--- src/rtl/sha256_pkg.sv ---
// Shared types and constants for the SHA-256 message padder and its block former.
package sha256_pkg;

    typedef logic [7:0]  byte_t;
    typedef logic [31:0] word_t;

    localparam int           SHA256_BLOCK_BYTES = 64;
    localparam int           SHA256_LEN_OFS     = 56;
    localparam logic [7:0]   SHA256_PAD_BYTE    = 8'h80;

    // Extra block still owed after the last data block has been emitted
    typedef enum logic [1:0] {
        NONE     = 2'd0,
        LEN_ONLY = 2'd1,
        PAD_LEN  = 2'd2
    } tail_t;

    typedef enum logic {
        S_FILL = 1'b0,
        S_EMIT = 1'b1
    } state_t;

endpackage

--- src/rtl/sha256_pad_fmt.sv ---
// Combinational block former: message bytes below n, optional 0x80 at n, zero fill,
// optional 64-bit big-endian length in bytes 56..63.
module sha256_pad_fmt
    import sha256_pkg::*;
(
    input  logic [511:0] msg,
    input  logic [6:0]   n,
    input  logic         pad_en,
    input  logic         len_en,
    input  logic [63:0]  bitlen,
    output logic [511:0] block
);

    // Select each output byte from length, message, pad marker or zero
    always_comb begin
        block = 512'd0;
        for (int i = 0; i < SHA256_BLOCK_BYTES; i++) begin
            if (len_en && (i >= SHA256_LEN_OFS)) begin
                block[511-8*i -: 8] = bitlen[8*(63-i) +: 8];
            end else if (7'(i) < n) begin
                block[511-8*i -: 8] = msg[511-8*i -: 8];
            end else if (pad_en && (7'(i) == n)) begin
                block[511-8*i -: 8] = SHA256_PAD_BYTE;
            end else begin
                block[511-8*i -: 8] = 8'h00;
            end
        end
    end

endmodule

--- src/rtl/sha256_padder.sv ---
// SHA-256 message padder: collects bytes, appends padding and length, emits 512-bit blocks.
// Optional SHA256_PADDER_STATS_EN adds a 32-bit transferred-block counter output.
module sha256_padder
    import sha256_pkg::*;
#(
    parameter int LEN_W = 64
) (
    input  logic         clk,
    input  logic         rst_n,
    input  logic         in_valid,
    output logic         in_ready,
    input  logic [7:0]   in_data,
    input  logic         in_last,
    input  logic         in_empty,
    output logic         blk_valid,
    input  logic         blk_ready,
    output logic [511:0] blk_data,
    output logic         blk_first,
    output logic         blk_last
`ifdef SHA256_PADDER_STATS_EN
    ,
    output logic [31:0]  blk_count
`endif
);

    state_t             state_r;
    tail_t              tail_r;
    logic [6:0]         datalen_r;
    logic [LEN_W-1:0]   bitlen_r;
    logic               first_pend_r;
    logic [511:0]       msg_buf_r;

    logic               accept_s;
    logic               xfer_s;
    logic               has_byte_s;
    logic [6:0]         n_s;
    logic [LEN_W-1:0]   bitlen_next_s;
    logic [511:0]       buf_next_s;
    logic [511:0]       fmt_msg_s;
    logic [6:0]         fmt_n_s;
    logic               fmt_pad_s;
    logic               fmt_len_s;
    logic [63:0]        fmt_bitlen_s;
    logic [511:0]       fmt_block_s;

    assign accept_s   = in_valid & in_ready;
    assign xfer_s     = blk_valid & blk_ready;
    assign has_byte_s = ~(in_last & in_empty);

    // Buffer, byte count and bit length as they stand after the current beat
    always_comb begin
        buf_next_s = msg_buf_r;
        for (int i = 0; i < SHA256_BLOCK_BYTES; i++) begin
            if (has_byte_s && (datalen_r == 7'(i))) begin
                buf_next_s[511-8*i -: 8] = in_data;
            end else begin
                buf_next_s[511-8*i -: 8] = msg_buf_r[511-8*i -: 8];
            end
        end
        if (has_byte_s) begin
            n_s           = datalen_r + 7'd1;
            bitlen_next_s = bitlen_r + LEN_W'(4'd8);
        end else begin
            n_s           = datalen_r;
            bitlen_next_s = bitlen_r;
        end
    end

    // Filling forms the block around the incoming beat; emitting forms the owed tail block
    always_comb begin
        if (state_r == S_FILL) begin
            fmt_msg_s    = buf_next_s;
            fmt_n_s      = n_s;
            fmt_pad_s    = in_last && (n_s <= 7'd63);
            fmt_len_s    = in_last && (n_s <= 7'd55);
            fmt_bitlen_s = 64'(bitlen_next_s);
        end else begin
            fmt_msg_s    = msg_buf_r;
            fmt_n_s      = 7'd0;
            fmt_pad_s    = (tail_r == PAD_LEN);
            fmt_len_s    = 1'b1;
            fmt_bitlen_s = 64'(bitlen_r);
        end
    end

    sha256_pad_fmt u_fmt (
        .msg    (fmt_msg_s),
        .n      (fmt_n_s),
        .pad_en (fmt_pad_s),
        .len_en (fmt_len_s),
        .bitlen (fmt_bitlen_s),
        .block  (fmt_block_s)
    );

    // Fill/emit control with registered handshake outputs
    always_ff @(posedge clk) begin
        if (!rst_n) begin
            state_r      <= S_FILL;
            tail_r       <= NONE;
            datalen_r    <= 7'd0;
            bitlen_r     <= '0;
            first_pend_r <= 1'b1;
            msg_buf_r    <= 512'd0;
            in_ready     <= 1'b0;
            blk_valid    <= 1'b0;
            blk_data     <= 512'd0;
            blk_first    <= 1'b0;
            blk_last     <= 1'b0;
        end else begin
            case (state_r)
                S_FILL: begin
                    in_ready <= 1'b1;
                    if (accept_s) begin
                        msg_buf_r <= buf_next_s;
                        datalen_r <= n_s;
                        bitlen_r  <= bitlen_next_s;
                        if (in_last || (n_s == 7'd64)) begin
                            state_r   <= S_EMIT;
                            in_ready  <= 1'b0;
                            blk_valid <= 1'b1;
                            blk_data  <= fmt_block_s;
                            blk_first <= first_pend_r;
                            if (!in_last) begin
                                blk_last <= 1'b0;
                                tail_r   <= NONE;
                            end else if (n_s <= 7'd55) begin
                                blk_last <= 1'b1;
                                tail_r   <= NONE;
                            end else if (n_s <= 7'd63) begin
                                blk_last <= 1'b0;
                                tail_r   <= LEN_ONLY;
                            end else begin
                                blk_last <= 1'b0;
                                tail_r   <= PAD_LEN;
                            end
                        end
                    end
                end
                S_EMIT: begin
                    if (xfer_s) begin
                        first_pend_r <= 1'b0;
                        if (tail_r != NONE) begin
                            blk_data  <= fmt_block_s;
                            blk_first <= 1'b0;
                            blk_last  <= 1'b1;
                            tail_r    <= NONE;
                        end else begin
                            if (blk_last) begin
                                bitlen_r     <= '0;
                                first_pend_r <= 1'b1;
                            end
                            datalen_r <= 7'd0;
                            state_r   <= S_FILL;
                            in_ready  <= 1'b1;
                            blk_valid <= 1'b0;
                            blk_first <= 1'b0;
                            blk_last  <= 1'b0;
                        end
                    end
                end
                default: begin
                    state_r   <= S_FILL;
                    tail_r    <= NONE;
                    datalen_r <= 7'd0;
                    in_ready  <= 1'b0;
                    blk_valid <= 1'b0;
                end
            endcase
        end
    end

`ifdef SHA256_PADDER_STATS_EN
    // Transferred-block counter, wraps naturally at 2^32
    always_ff @(posedge clk) begin
        if (!rst_n) begin
            blk_count <= 32'd0;
        end else if (xfer_s) begin
            blk_count <= blk_count + 32'd1;
        end else begin
            blk_count <= blk_count;
        end
    end
`endif

endmodule

--- config.mk ---
export PLATFORM = sky130hd
export DESIGN_NAME = sha256_padder
export DESIGN_NICKNAME = d
export VERILOG_FILES = /design/src/rtl/sha256_pkg.sv /design/src/rtl/sha256_pad_fmt.sv /design/src/rtl/sha256_padder.sv
export SDC_FILE = /design/constraint.sdc
export NUM_CORES = 2
export LEC_CHECK = 0
export BUFFER_PORTS_ARGS = -buffer_cell sky130_fd_sc_hd__buf_2
export CAP_MARGIN = 40
export CORE_ASPECT_RATIO = 0.6
export CORE_MARGIN = 8
export CORE_UTILIZATION = 50
export DETAILED_ROUTE_END_ITERATION = 16
export GPL_ROUTABILITY_DRIVEN = 0
export PLACE_DENSITY = 0.72
export SYNTH_ARGS = -nofsm -noshare
export SYNTH_HDL_FRONTEND = slang
export SYNTH_SLANG_ARGS = --single-unit
--- constraint.sdc ---
create_clock -name clk -period 3.4 [get_ports clk]
set_clock_uncertainty 0.05 [all_clocks]
set_input_delay 1.02 -clock clk [delete_from_list [all_inputs] [get_ports clk]]
set_output_delay 1.02 -clock clk [all_outputs]
set_load 0.02 [all_outputs]
======== After elaboration in Yosys (flattened, before gate mapping) ========
Index checks and enable logic that the tools add are counted.
cells by class
  $add $sub $neg .......................... 2
  magnitude comparators ................... 66
  equal/unequal tests ..................... 134
  multiplexer cells ....................... 256
  bitwise operators ....................... 5
  reductions and logical operators ........ 142
operator list
  operator                                                                           count
  512-bit two-way mux                                                                5
  8-bit two-way mux                                                                  200
  512-bit one-hot mux with 2 select lines                                            1
  64-bit two-way mux                                                                 6
  6-bit by 7-bit == test with 1-bit output (first input constant)                    32
  7-bit by 6-bit == test with 1-bit output (second input constant)                   32
  6-bit by 7-bit < comparator with 1-bit output (first input constant)               32
  1-bit logical AND                                                                  130
  64-bit one-hot mux with 2 select lines                                             1
  5-bit by 7-bit == test with 1-bit output (first input constant)                    16
  7-bit by 5-bit == test with 1-bit output (second input constant)                   16
  5-bit by 7-bit < comparator with 1-bit output (first input constant)               16
  64-bit by 4-bit adder with 64-bit output (second input constant)                   1
  4-bit by 7-bit == test with 1-bit output (first input constant)                    8
  7-bit by 4-bit == test with 1-bit output (second input constant)                   8
  4-bit by 7-bit < comparator with 1-bit output (first input constant)               8
  7-bit two-way mux                                                                  5
  3-bit by 7-bit == test with 1-bit output (first input constant)                    4
  7-bit by 3-bit == test with 1-bit output (second input constant)                   4
  3-bit by 7-bit < comparator with 1-bit output (first input constant)               4
  1-bit two-way mux                                                                  24
  2-bit by 7-bit == test with 1-bit output (first input constant)                    2
  7-bit by 2-bit == test with 1-bit output (second input constant)                   2
  7-bit by 6-bit less-or-equal comparator with 1-bit output (second input constant)  2
  21 further kinds                                                                   46
word-level totals
  bits in registers ....................... 1103
  bits of input ports ..................... 14
  output and inout port bits .............. 516

======== Logic depth before layout (Yosys ltp) ========
  word-level depth ........................ 12
  gate-level depth with buffers ........... 16
  depth with buffers taken out ............ 9

======== Modules after synthesis ========
Synthesis repeated with hierarchy kept, for this count alone.
unflattened totals
  cells, all modules ...................... 6639
  area, all modules ....................... 54795.1 µm²
modules (own cells, without submodules)
  module          times used  cells an instance  area an instance (µm²)  seq. area each (µm²)
  sha256_padder   1           5860               49787.8                 22021.1
  sha256_pad_fmt  1           779                5007.3                  0.0

======== Worst setup path after synthesis ========
Ideal clock, no wire load.
  path type ............................... register to register
  from .................................... register datalen_r[0]
  to ...................................... register blk_data[168]
  setup time .............................. 68 ps
  arrival ................................. 3138 ps
  setup slack ............................. 144 ps
  stages on the path, launching flop included .. 16
  period minus slack after synthesis ...... 3256 ps
  cells stage by stage .................... dfxtp_1 -> buf_2 -> buf_2 -> inv_1 -> ha_1 -> clkbuf_1 -> a211oi_1 -> o21bai_1 -> a221oi_2 -> and4_1 -> buf_4 -> nor2_2 -> buf_6 -> or3_1 -> buf_2 -> o2bb2ai_2
between the ends
  longest elaborated chain between the ends .. 8
  elaborated cells on any way between the ends .. 18
  those cells by class .................... 1 x add/sub; 1 x order compare; 3 x eq/ne; 10 x mux; 3 x reduce/logical
ends and longest elaborated chain
  what                                                                                                       RTL line                                    source
  start, declared                                                                                            sha256_padder.sv:28                         logic [6:0] datalen_r;
  start signal, assigned                                                                                     sha256_padder.sv:115                        datalen_r <= n_s;
  7-bit by 1-bit adder with 7-bit output / 7-bit by 6-bit == test with 1-bit output (equally long branches)  sha256_padder.sv:61, sha256_padder.sv:54
  7-bit two-way mux / 1-bit logical AND (equally long branches)                                              sha256_padder.sv:60, sha256_padder.sv:54
  7-bit two-way mux / 8-bit two-way mux (equally long branches)                                              sha256_padder.sv:71, sha256_padder.sv:54
  6-bit by 7-bit < comparator with 1-bit output / 512-bit two-way mux (equally long branches)                sha256_pad_fmt.sv:20, sha256_padder.sv:71
  8-bit two-way mux                                                                                          sha256_pad_fmt.sv:20                        end else if (7'(i) < n) begin
  512-bit two-way mux, on equally long branches                                                              sha256_padder.sv:142, sha256_padder.sv:117
  512-bit two-way mux, on equally long branches                                                              sha256_padder.sv:140, sha256_padder.sv:113
  512-bit one-hot mux with 2 select lines                                                                    sha256_padder.sv:110                        case (state_r)
  end signal, assigned                                                                                       sha256_padder.sv:121                        blk_data <= fmt_block_s;
  end signal, assigned                                                                                       sha256_padder.sv:143                        blk_data <= fmt_block_s;
  end, declared                                                                                              sha256_padder.sv:17                         output logic [511:0] blk_data,
Several ways; a longest one is shown, not always the timed one. The select of a mux whose other input is x is not followed.
A chain may end at the register's enable or synchronous reset.

======== Worst setup path in the final report ========
  from .................................... register datalen_r[0]
  to ...................................... register blk_data[140]
The elaborated chain is that of the path after synthesis.

==> flow_summary.ini <==
[worst_setup_path]
cpPeakStageDelay_ps = 650
critPathArrivalTime_ps = 3920
crit_chain = buf_4 -> nand2_1 -> or3_1 -> a21oi_1 -> buf_4 -> nand3_1 -> a22oi_1 -> buf_4 -> a22oi_1 -> nor2_1
cpMaxStageDelayCell = a21oi_1
r2r-end = blk_data[140]
critPathKind = flop to flop
crit_fanout = 14
regToRegSetupSlack_ps = 70
critical-path-top-delay-family = compound AO/OA/AOI/OAI gates
worstSetupStartpointType = flop
worstPathRequired_ps = 3990
path_buf_inv = 3
critical_path.endpoint_type = flop
crit_top_cell = buf_4
rr_worst_depth = 10
r2r-start = datalen_r[0]

[power_and_ir_drop]
p_leak_nw = 25.15
p_per_area_nw_per_um2 = 447.0
irDropWorstVdd_v = 0.0003880

[global_route]
track_usage = 0.3354
grt_max_degree = 126
antenna_found_initial = 6
overflow = 0
first_global_vias = 47299
grt_pass1_wl_um = 293400

[logic_synthesis]
yosys_register_bits = 1100
synth_edf_count = 0
synthArstFlopShare = 0
syn_area_um2 = 49730
syn_area_per_cell_um2 = 8.272
syn_nets = 6031
yosysWarningCount = 0
syn_inst = 6012
synth_ff_type = dfxtp_1
ys_seq_area_frac = 0.4428
synth.distinct_cells = 98

[clock_network]
clkSlewWorstSetupHoldPaths_ps = 80
insertion_delay_ps = 730
clock-sinks = 1100
root_buffer = clkbuf_16
htreeDepth = 3
postCtsHoldBufs = 0
cts_tree = done
cts_buffer_depth = 3
numCtsBuffers = 101

[min_path]
min_to = blk_data[195]
whs_path_depth = 2
hold_path_class = flop to flop
hp-start = blk_data[195]

[route]
routed_wl_um = 196200
antenna_left = 0
drc = 0
routedWlPerCell_um = 24.12
vias_per_cell = 6.210
drt_iter0_markers = 6759
drt_first_pass_iters = 9
vias = 50517

[die]
core_um2 = 98440
fp.dieH_um = 260.3
start_util = 0.5052
die_w_um = 423.1
dieArea_um2 = 110100
rows = 89
io_pins = 530

[final_layout]
final_common_cell = dfxtp_1
stdcell_count = 8135
drive_gt1_frac = 0.2220
final_cell_mix = dfxtp_1, nand2_1, a21oi_1, buf_4, buf_2
syn2layout_area_growth_pct = 23.10
nets = 6756
stdcell_area_um2 = 61220
post-route-util = 0.6219

[timing]
max_slew.worst_pin.slew_ps = 862.6
fmax_mhz = 300.6
finalMaxSlewViolations = 0
min_period_ps = 3327
post-route-period-util = 0.9786
rsz0062_at_grt = false
slew_headroom = 0.4205
final-hold-violation-count = 0
setup_viol = 0
fin_setup_tns_ps = 0

[job]
max-cap-violations = 0

[placement]
dpl_cell_area_um2 = 57630
place_hpwl_um = 139700
dp_cells = 7953
io_buffers = 529

[outcome]
run_status = finished, final reports clean
flip-flops by register name (all words and copies together) (netlist names):
register	flops
first_pend_r	1
bitlen_r	61
state_r	1
blk_first	1
datalen_r	7
tail_r	2
blk_data	512
blk_last	1
msg_buf_r	512
blk_valid	1
in_ready	1
per-stage QoR:
stage	worst slack [ps]	total power [mW]	hold WS [ps]
after floorplan	143.9	14.35	379.2
after global placement	-415.7	15.20	385.7
after detailed placement	-348.0	15.22	389.9
after CTS	108.5	27.35	399.0
after global routing	1.950	28.04	418.1
final	72.79	27.36	398.3
what timing repair did:
action	4_1_cts	5_1_grt
gates resized for setup	0	7
buffers inserted	0	0
endpoints found under the setup margin	0	57
worst min-delay path: stages (launching register included):
cell and delay [ps]:
dfxtp_1 310, nand2_1 50, a21oi_1 50
kinds of logic after synthesis:
family                   share of synthesized area
AO/OA/AOI/OAI                               0.2205
adder cells (fa/ha/maj)                   0.001258
flip-flops                                  0.4428
multiplexers                                0.1119
AND/OR/NAND/NOR                             0.1774
XOR/XNOR                                  0.001761
buffers and inverters                      0.04441
synthesized netlist by cell type, types with 67 or more instances:
master | instances | area (µm²)
dfxtp_1 | 1100 | 22020
nand2_1 | 1052 | 3949
a21oi_1 | 850 | 4254
nor2_1 | 444 | 1667
mux2i_1 | 430 | 4304
o21ai_0 | 379 | 1897
clkbuf_1 | 371 | 1393
nand3_1 | 207 | 1036
a2bb2oi_1 | 173 | 1515
or3_1 | 127 | 794.5
mux2_2 | 112 | 1261
buf_2 | 70 | 350.3
nor3_1 | 67 | 335.3
cell type report:
class                           instances  area [µm²]
Fill cell                            8445       37220
Multi-Input combinational cell       4384       25640
Sequential cell                      1100       22020
Timing Repair Buffer                 1138        8283
Clock buffer                          139        2952
Tap cell                             1319        1650
Clock inverter                         42       610.6
Inverter                               12       52.55
Antenna cell                            1       2.502
routing by layer:
metal / GRT usage / routed length [µm]
met5: 0.001315 / 34
met4: 0.1534 / 10860
met1: 0.4494 / 79990
met3: 0.09875 / 23190
met2: 0.4986 / 82130
power breakdown:
| part | total [mW] | switching, mW | internal, mW |
|---|---|---|---|
| registers | 13.1 | 0.0729 | 13.0 |
| logic | 1.95 | 1.41 | 0.542 |
| clock network | 12.4 | 5.35 | 7.01 |
| total | 27.4 | 6.83 | 20.5 |
worst max-delay path by stage:
stage | startpoint | endpoint | slack, ps | cells after the start
2_1_floorplan | datalen_r[0] | blk_data[168] | 140 | 15
3_3_place_gp | in_empty | blk_data[359] | -420 | 11
3_5_place_dp | in_empty | blk_data[7] | -350 | 10
4_1_cts | datalen_r[0] | blk_data[7] | 110 | 10
5_1_grt | datalen_r[0] | blk_data[181] | 2 | 13
6_report | datalen_r[0] | blk_data[140] | 70 | 10
(Power assumes the default switching activity.)
